File: src/rtl/sweep_controller.sv
// ---------------------------------------------------------------------------
// sweep_controller
//
// Frequency sweep sequencer for a DDS phase accumulator. A sweep walks the
// phase increment from freq_start towards freq_stop in freq_step increments,
// holding each point for sweep_time clock cycles. The end point is clamped to
// freq_stop (going up) or freq_start (going down) and never wraps.
//
// Sweep modes (captured at sweep start):
//   2'b00 / 2'b11 : single up-sweep, then a one-cycle done pulse
//   2'b01         : repeating up-sweep, restarting at freq_start
//   2'b10         : repeating up/down sweep, reversing at each end point
//
// Ports:
//   clk         in   system clock, rising edge
//   rst         in   asynchronous active-high reset
//   start       in   sweep start request (ignored while busy, loses to stop)
//   stop        in   sweep abort request, returns to idle without done
//   mode[1:0]   in   sweep mode, see above
//   freq_start  in   first phase increment (48 bit)
//   freq_stop   in   final (clamp) phase increment (48 bit)
//   freq_step   in   unsigned increment per step (48 bit)
//   sweep_time  in   dwell per point in clock cycles; 0 and 1 act as 2
//   freq_out    out  current phase increment (48 bit)
//   freq_valid  out  one-cycle pulse on every freq_out update
//   busy        out  high while a sweep is active
//   done        out  one-cycle pulse at normal sweep completion
//   marker      out  high on up legs, low on down legs and when idle
// ---------------------------------------------------------------------------
module sweep_controller (
  input  logic        clk,
  input  logic        rst,
  input  logic        start,
  input  logic        stop,
  input  logic [1:0]  mode,
  input  logic [47:0] freq_start,
  input  logic [47:0] freq_stop,
  input  logic [47:0] freq_step,
  input  logic [47:0] sweep_time,
  output logic [47:0] freq_out,
  output logic        freq_valid,
  output logic        busy,
  output logic        done,
  output logic        marker
);

  typedef enum logic [2:0] {
    IDLE  = 3'd0,
    LOAD  = 3'd1,
    DWELL = 3'd2,
    STEP  = 3'd3,
    DONE  = 3'd4
  } state_t;

  localparam logic [1:0] MODE_SINGLE = 2'b00;
  localparam logic [1:0] MODE_REPEAT = 2'b01;

  state_t      state_q, state_d;

  logic [47:0] freq_out_q, freq_out_d;
  logic        freq_valid_q, freq_valid_d;
  logic        busy_q, busy_d;
  logic        done_q, done_d;
  logic        marker_q, marker_d;

  // Sweep parameters, frozen for the whole sweep once captured in LOAD.
  logic [1:0]  mode_cfg_q, mode_cfg_d;
  logic [47:0] start_cfg_q, start_cfg_d;
  logic [47:0] stop_cfg_q, stop_cfg_d;
  logic [47:0] step_cfg_q, step_cfg_d;
  logic [47:0] reload_q, reload_d;

  // Sweep progress.
  logic [47:0] cnt_q, cnt_d;
  logic        dir_up_q, dir_up_d;
  logic        at_end_q, at_end_d;
  logic        first_q, first_d;
  logic        degen_q, degen_d;

  logic [48:0] up_sum;
  logic        up_clamp;
  logic [47:0] down_diff;
  logic        down_clamp;
  logic        go_up;

  // Candidate next points in both directions. The up sum is carried at 49
  // bits so an overflow is detected as a clamp rather than a wrap; a borrow
  // on the way down likewise clamps to the start point.
  always_comb begin
    up_sum     = {1'b0, freq_out_q} + {1'b0, step_cfg_q};
    up_clamp   = up_sum[48] || (up_sum[47:0] >= stop_cfg_q);
    down_diff  = freq_out_q - step_cfg_q;
    down_clamp = (freq_out_q < step_cfg_q) || (down_diff <= start_cfg_q);
  end

  // Next-state and output logic. Every emitted point reloads the dwell
  // counter with (effective dwell - 2): one cycle is the emitting edge itself
  // and one is spent in STEP computing the following point, which keeps the
  // freq_valid pulses exactly one dwell apart. At an end point in up/down
  // mode the direction flips and the first step of the new leg is taken
  // straight away, so the end value is emitted only once per reversal.
  always_comb begin
    state_d      = state_q;
    freq_out_d   = freq_out_q;
    freq_valid_d = 1'b0;
    busy_d       = busy_q;
    done_d       = 1'b0;
    marker_d     = marker_q;
    mode_cfg_d   = mode_cfg_q;
    start_cfg_d  = start_cfg_q;
    stop_cfg_d   = stop_cfg_q;
    step_cfg_d   = step_cfg_q;
    reload_d     = reload_q;
    cnt_d        = cnt_q;
    dir_up_d     = dir_up_q;
    at_end_d     = at_end_q;
    first_d      = first_q;
    degen_d      = degen_q;
    go_up        = dir_up_q;

    case (state_q)
      IDLE: begin
        if (start && !stop) begin
          state_d = LOAD;
          busy_d  = 1'b1;
        end
      end

      LOAD: begin
        mode_cfg_d  = (mode == 2'b11) ? MODE_SINGLE : mode;
        start_cfg_d = freq_start;
        stop_cfg_d  = freq_stop;
        step_cfg_d  = freq_step;
        reload_d    = (sweep_time < 48'd2) ? 48'd0 : (sweep_time - 48'd2);
        degen_d     = (freq_step == 48'd0) || (freq_start >= freq_stop);
        first_d     = 1'b1;
        state_d     = STEP;
      end

      STEP: begin
        if (first_q) begin
          freq_out_d   = start_cfg_q;
          freq_valid_d = 1'b1;
          marker_d     = 1'b1;
          dir_up_d     = 1'b1;
          at_end_d     = degen_q;
          first_d      = 1'b0;
          cnt_d        = reload_q;
          state_d      = DWELL;
        end else if (at_end_q && (degen_q || mode_cfg_q == MODE_SINGLE)) begin
          done_d   = 1'b1;
          busy_d   = 1'b0;
          marker_d = 1'b0;
          state_d  = DONE;
        end else if (at_end_q && mode_cfg_q == MODE_REPEAT) begin
          freq_out_d   = start_cfg_q;
          freq_valid_d = 1'b1;
          marker_d     = 1'b1;
          dir_up_d     = 1'b1;
          at_end_d     = 1'b0;
          cnt_d        = reload_q;
          state_d      = DWELL;
        end else begin
          go_up        = at_end_q ? !dir_up_q : dir_up_q;
          dir_up_d     = go_up;
          marker_d     = go_up;
          freq_valid_d = 1'b1;
          cnt_d        = reload_q;
          state_d      = DWELL;
          if (go_up) begin
            freq_out_d = up_clamp ? stop_cfg_q : up_sum[47:0];
            at_end_d   = up_clamp;
          end else begin
            freq_out_d = down_clamp ? start_cfg_q : down_diff;
            at_end_d   = down_clamp;
          end
        end
      end

      DWELL: begin
        if (cnt_q == 48'd0) begin
          state_d = STEP;
        end else begin
          cnt_d = cnt_q - 48'd1;
        end
      end

      DONE: begin
        state_d = IDLE;
      end

      default: begin
        state_d = IDLE;
      end
    endcase

    // Abort overrides whatever the active state decided; freq_out keeps the
    // last emitted point.
    if (stop && state_q != IDLE) begin
      state_d      = IDLE;
      freq_out_d   = freq_out_q;
      freq_valid_d = 1'b0;
      busy_d       = 1'b0;
      done_d       = 1'b0;
      marker_d     = 1'b0;
    end
  end

  // State and output registers.
  always_ff @(posedge clk or posedge rst) begin
    if (rst) begin
      state_q      <= IDLE;
      freq_out_q   <= 48'h0;
      freq_valid_q <= 1'b0;
      busy_q       <= 1'b0;
      done_q       <= 1'b0;
      marker_q     <= 1'b0;
      mode_cfg_q   <= 2'b00;
      start_cfg_q  <= 48'h0;
      stop_cfg_q   <= 48'h0;
      step_cfg_q   <= 48'h0;
      reload_q     <= 48'h0;
      cnt_q        <= 48'h0;
      dir_up_q     <= 1'b0;
      at_end_q     <= 1'b0;
      first_q      <= 1'b0;
      degen_q      <= 1'b0;
    end else begin
      state_q      <= state_d;
      freq_out_q   <= freq_out_d;
      freq_valid_q <= freq_valid_d;
      busy_q       <= busy_d;
      done_q       <= done_d;
      marker_q     <= marker_d;
      mode_cfg_q   <= mode_cfg_d;
      start_cfg_q  <= start_cfg_d;
      stop_cfg_q   <= stop_cfg_d;
      step_cfg_q   <= step_cfg_d;
      reload_q     <= reload_d;
      cnt_q        <= cnt_d;
      dir_up_q     <= dir_up_d;
      at_end_q     <= at_end_d;
      first_q      <= first_d;
      degen_q      <= degen_d;
    end
  end

  assign freq_out   = freq_out_q;
  assign freq_valid = freq_valid_q;
  assign busy       = busy_q;
  assign done       = done_q;
  assign marker     = marker_q;

endmodule

File: config.mk
export PLATFORM = sky130hd
export DESIGN_NAME = sweep_controller
export DESIGN_NICKNAME = d
export VERILOG_FILES = /design/src/rtl/sweep_controller.sv
export SDC_FILE = /design/constraint.sdc
export NUM_CORES = 1
export LEC_CHECK = 0
export CAP_MARGIN = 20
export CORE_UTILIZATION = 45
export DETAILED_ROUTE_END_ITERATION = 16
export PLACE_DENSITY = 0.68
export SKIP_CTS_REPAIR_TIMING = 1
export SYNTH_ARGS = -nofsm -noshare
export SYNTH_HDL_FRONTEND = slang
export SYNTH_SLANG_ARGS = --single-unit
File: constraint.sdc
create_clock -name clk -period 9.4 [get_ports clk]
set_input_delay 1.41 -clock clk [delete_from_list [all_inputs] [get_ports clk]]
set_output_delay 1.41 -clock clk [all_outputs]
set_load 0.05 [all_outputs]
==> out/summary.txt <==
async set-reset flop share out of synthesis: 100.0%
Vias: 22722
critical path's largest stage delay: 0.72 ns
Critical Path Slowest Stage Cell: a2111oi_0
vias in the first global route: 21987
Crit Path Category: reg2reg
root buf cell: clkbuf_16
Max Fclk: 0.1306 GHz
crit start category: flop
first-pass GRT wire length: 126000 um
Worst Path Arrival: 8.07 ns
post-DP HPWL: 62780 um
routability congestion estimate: 1.006
Final Max Slew Viols: 0
WL/cell: 21.50 um
Yosys top cell area share: 32.16%
Rows: 83
worst hold path type: reg2reg
pin count of the biggest net entering global routing: 169
Final Hold Slack: 0.4776 ns
Tcrit/Tclk final: 81.43%
Yosys reg bits: 301
final core utilization: 53.95%
post-route antenna net violation count: 0
CP endpoint kind: flop
GRT Overall Usage: 30.47%
Crit path required time: 9.81 ns
Avg Cell Area, Syn: 8.005 sq um
Layout area overhead: 18.42%
nets@finish: 3539
area leader, netlist: dfrtp_1
DIE AREA: 52960 sq um
setup violators final: 0
total power: 11.17 mW
drt drc: 0
sequential area share after synthesis: 32.16%
I/O Pins: 250
Worst-Margin Slew: 1.025 ns
Initial Util: 45.56%
Clock Skew: 0.02502 ns
main flop type after synthesis: dfrtp_1
largest cells by area after synthesis: dfrtp_1 (32%), ha_1 (13%), o21ai_0 (6.7%)
RSZ-0062 raised after global routing: false
Max clock buf depth: 3
CTS Buf Count: 37
worst rel slew slack: 31.66%
Routed WL: 81780 um
delay-heaviest family, CP: compound AO/OA/AOI/OAI gates
Tmin final: 7.655 ns
share of cells above drive strength 1: 4.353%
1st-iter DRT viols: 2300
largest fanout on the critical path: 38
Max rail drop VDD: 0.2586 mV
Leakage: 12.12 nW
n_diodes: 0
H-tree levels: 2
I/O Buffers: 249
initial antenna violation count: 2
Fill cells: 4847
pwr/cell area: 402.9 nW/um^2
grt total ovfl: 0
cells after synthesis: 2926
Die Y: 230.1 um
number of flops mapped to enable cells by yosys: 0
Ys Warns: 0
Hold Fails Final Rpt: 0
Die W: 230.1 um
vias per cell: 5.973
Post-Place Cells: 3737
Finished Layout Cells: 3804
worst skew pair latency: 0.58 ns
CTS tree: yes
clock sinks: 301
Distinct cells, synth: 87
First-pass DRT Iterations: 8
Crit path buffers/inverters: 2
syn_nets: 3368
clk slew on worst S/H paths: 0.06 ns
setup TNS: 0 ns
maxcap violations: 0
Post-Syn Area: 23420 sq um
Core Area: 51410 sq um
outcome: finished clean
-- sequential cells by signal (all words and copies together) (netlist names), 2 cells and up --
register and cells:
start_cfg_q 48, reload_q 48, step_cfg_q 48, cnt_q 48, stop_cfg_q 48, state_q 3, mode_cfg_q 2, freq_out 48
-- placed cells by master (no fill, tap or decap), types with 10 or more instances in the layout --
| master | count |
|---|---|
| nand2b_1 | 34 |
| a21oi_1 | 263 |
| dfrtp_1 | 301 |
| inv_1 | 253 |
| o21ai_0 | 314 |
| nor3_1 | 67 |
| nand3_1 | 32 |
| xnor2_1 | 106 |
| o21a_1 | 10 |
| mux2i_1 | 24 |
| o211ai_1 | 14 |
| a21o_1 | 41 |
| a22oi_1 | 20 |
| or4_1 | 10 |
| xor2_1 | 25 |
| nor2b_1 | 27 |
| nand4_1 | 49 |
| clkbuf_16 | 37 |
| nand2_1 | 374 |
| nor4_1 | 46 |
| a221oi_1 | 16 |
| o21bai_1 | 24 |
| a31oi_1 | 20 |
| or3_1 | 16 |
| o21ai_1 | 44 |
| a222oi_1 | 10 |
| ha_1 | 242 |
| buf_4 | 21 |
| nor2_1 | 175 |
| clkdlybuf4s50_1 | 249 |
| o22ai_1 | 32 |
| o31ai_1 | 17 |
| a211oi_1 | 18 |
| and3_1 | 10 |
-- through the flow --
step	setup slack [ns]	area [sq um]
2_1_floorplan	3.813	23430
3_3_place_gp	2.015	26410
3_5_place_dp	1.931	26430
4_1_cts	1.906	27730
5_1_grt	1.276	27740
6_report	1.745	27740
-- cell type report --
| type | count | area, sq um | share of cell area (%) |
|---|---|---|---|
| Sequential cell | 301 | 7532 | 27.16 |
| Timing Repair Buffer | 273 | 2690 | 9.699 |
| Inverter | 254 | 957.2 | 3.451 |
| Multi-Input combinational cell | 2230 | 14400 | 51.92 |
| Clock inverter | 16 | 280.3 | 1.011 |
| Clock buffer | 50 | 1025 | 3.695 |
| Tap cell | 680 | 850.8 | 3.068 |
-- synth_stat cells (10+ instances only) --
| cell type | n |
|---|---|
| a21oi_1 | 263 |
| clkbuf_1 | 103 |
| a22oi_1 | 20 |
| xnor2_1 | 106 |
| nand3_1 | 32 |
| a221oi_1 | 16 |
| a222oi_1 | 10 |
| or3_1 | 17 |
| mux2i_1 | 24 |
| nor4_1 | 46 |
| o21ai_0 | 314 |
| nor3_1 | 67 |
| ha_1 | 242 |
| o21a_1 | 10 |
| a21o_1 | 41 |
| inv_1 | 254 |
| or4_1 | 10 |
| o31ai_1 | 17 |
| nand2_1 | 374 |
| buf_2 | 27 |
| o21bai_1 | 24 |
| nor2b_1 | 27 |
| nand2b_1 | 34 |
| o211ai_1 | 14 |
| o21ai_1 | 44 |
| o22ai_1 | 32 |
| nand4_1 | 49 |
| and3_1 | 10 |
| a211oi_1 | 19 |
| a31oi_1 | 20 |
| xor2_1 | 25 |
| nor2_1 | 179 |
| dfrtp_1 | 301 |
-- final timing paths --
path / from / to / slack [ns] / depth (start not counted)
setup / recovery: freq_out[2] / freq_out[5] / 1.75 / 25
hold / removal: reload_q[7] / reload_q[7] / 0.48 / 1
setup reg to reg: freq_out[2] / freq_out[5] / 1.75 / 25
hold reg to reg: reload_q[7] / reload_q[7] / 0.48 / 1
max in group asynchronous: rst / start_cfg_q[34] / 6.38 / 4
min in group asynchronous: rst / start_cfg_q[4] / 1.40 / 3
-- logic make-up after synthesis --
family / count (synthesis) / share of synthesized area, %
AOI/OAI and AO/OA: 924 / 23.58
and+or+nand+nor: 900 / 18.36
DFF: 301 / 32.16
buffers and inverters: 395 / 6.539
xor gates and xnor gates: 131 / 4.899
muxes: 31 / 1.362
adders and majority gates: 244 / 13.10
-- report_power, final --
group          switching [mW]  leakage (nW)  total [mW]  internal [mW]
Combinational            4.84          7.79        7.52           2.69
Sequential              0.400          3.70        2.10           1.70
Clock                   0.620         0.635        1.56          0.937
-- routing by layer --
layer  part of all wire [%]  vias up  GRT usage [%]  wire [um]
met1                     44    10894          42.33      36290
li1                       -    10710              -          -
met3                    8.1      160          5.506       6622
met4                    3.5        4          10.87       2888
met5                  0.022        -              0         18
met2                     44      954          47.22      35960
No activity file was read; power rests on OpenSTA's default activity.
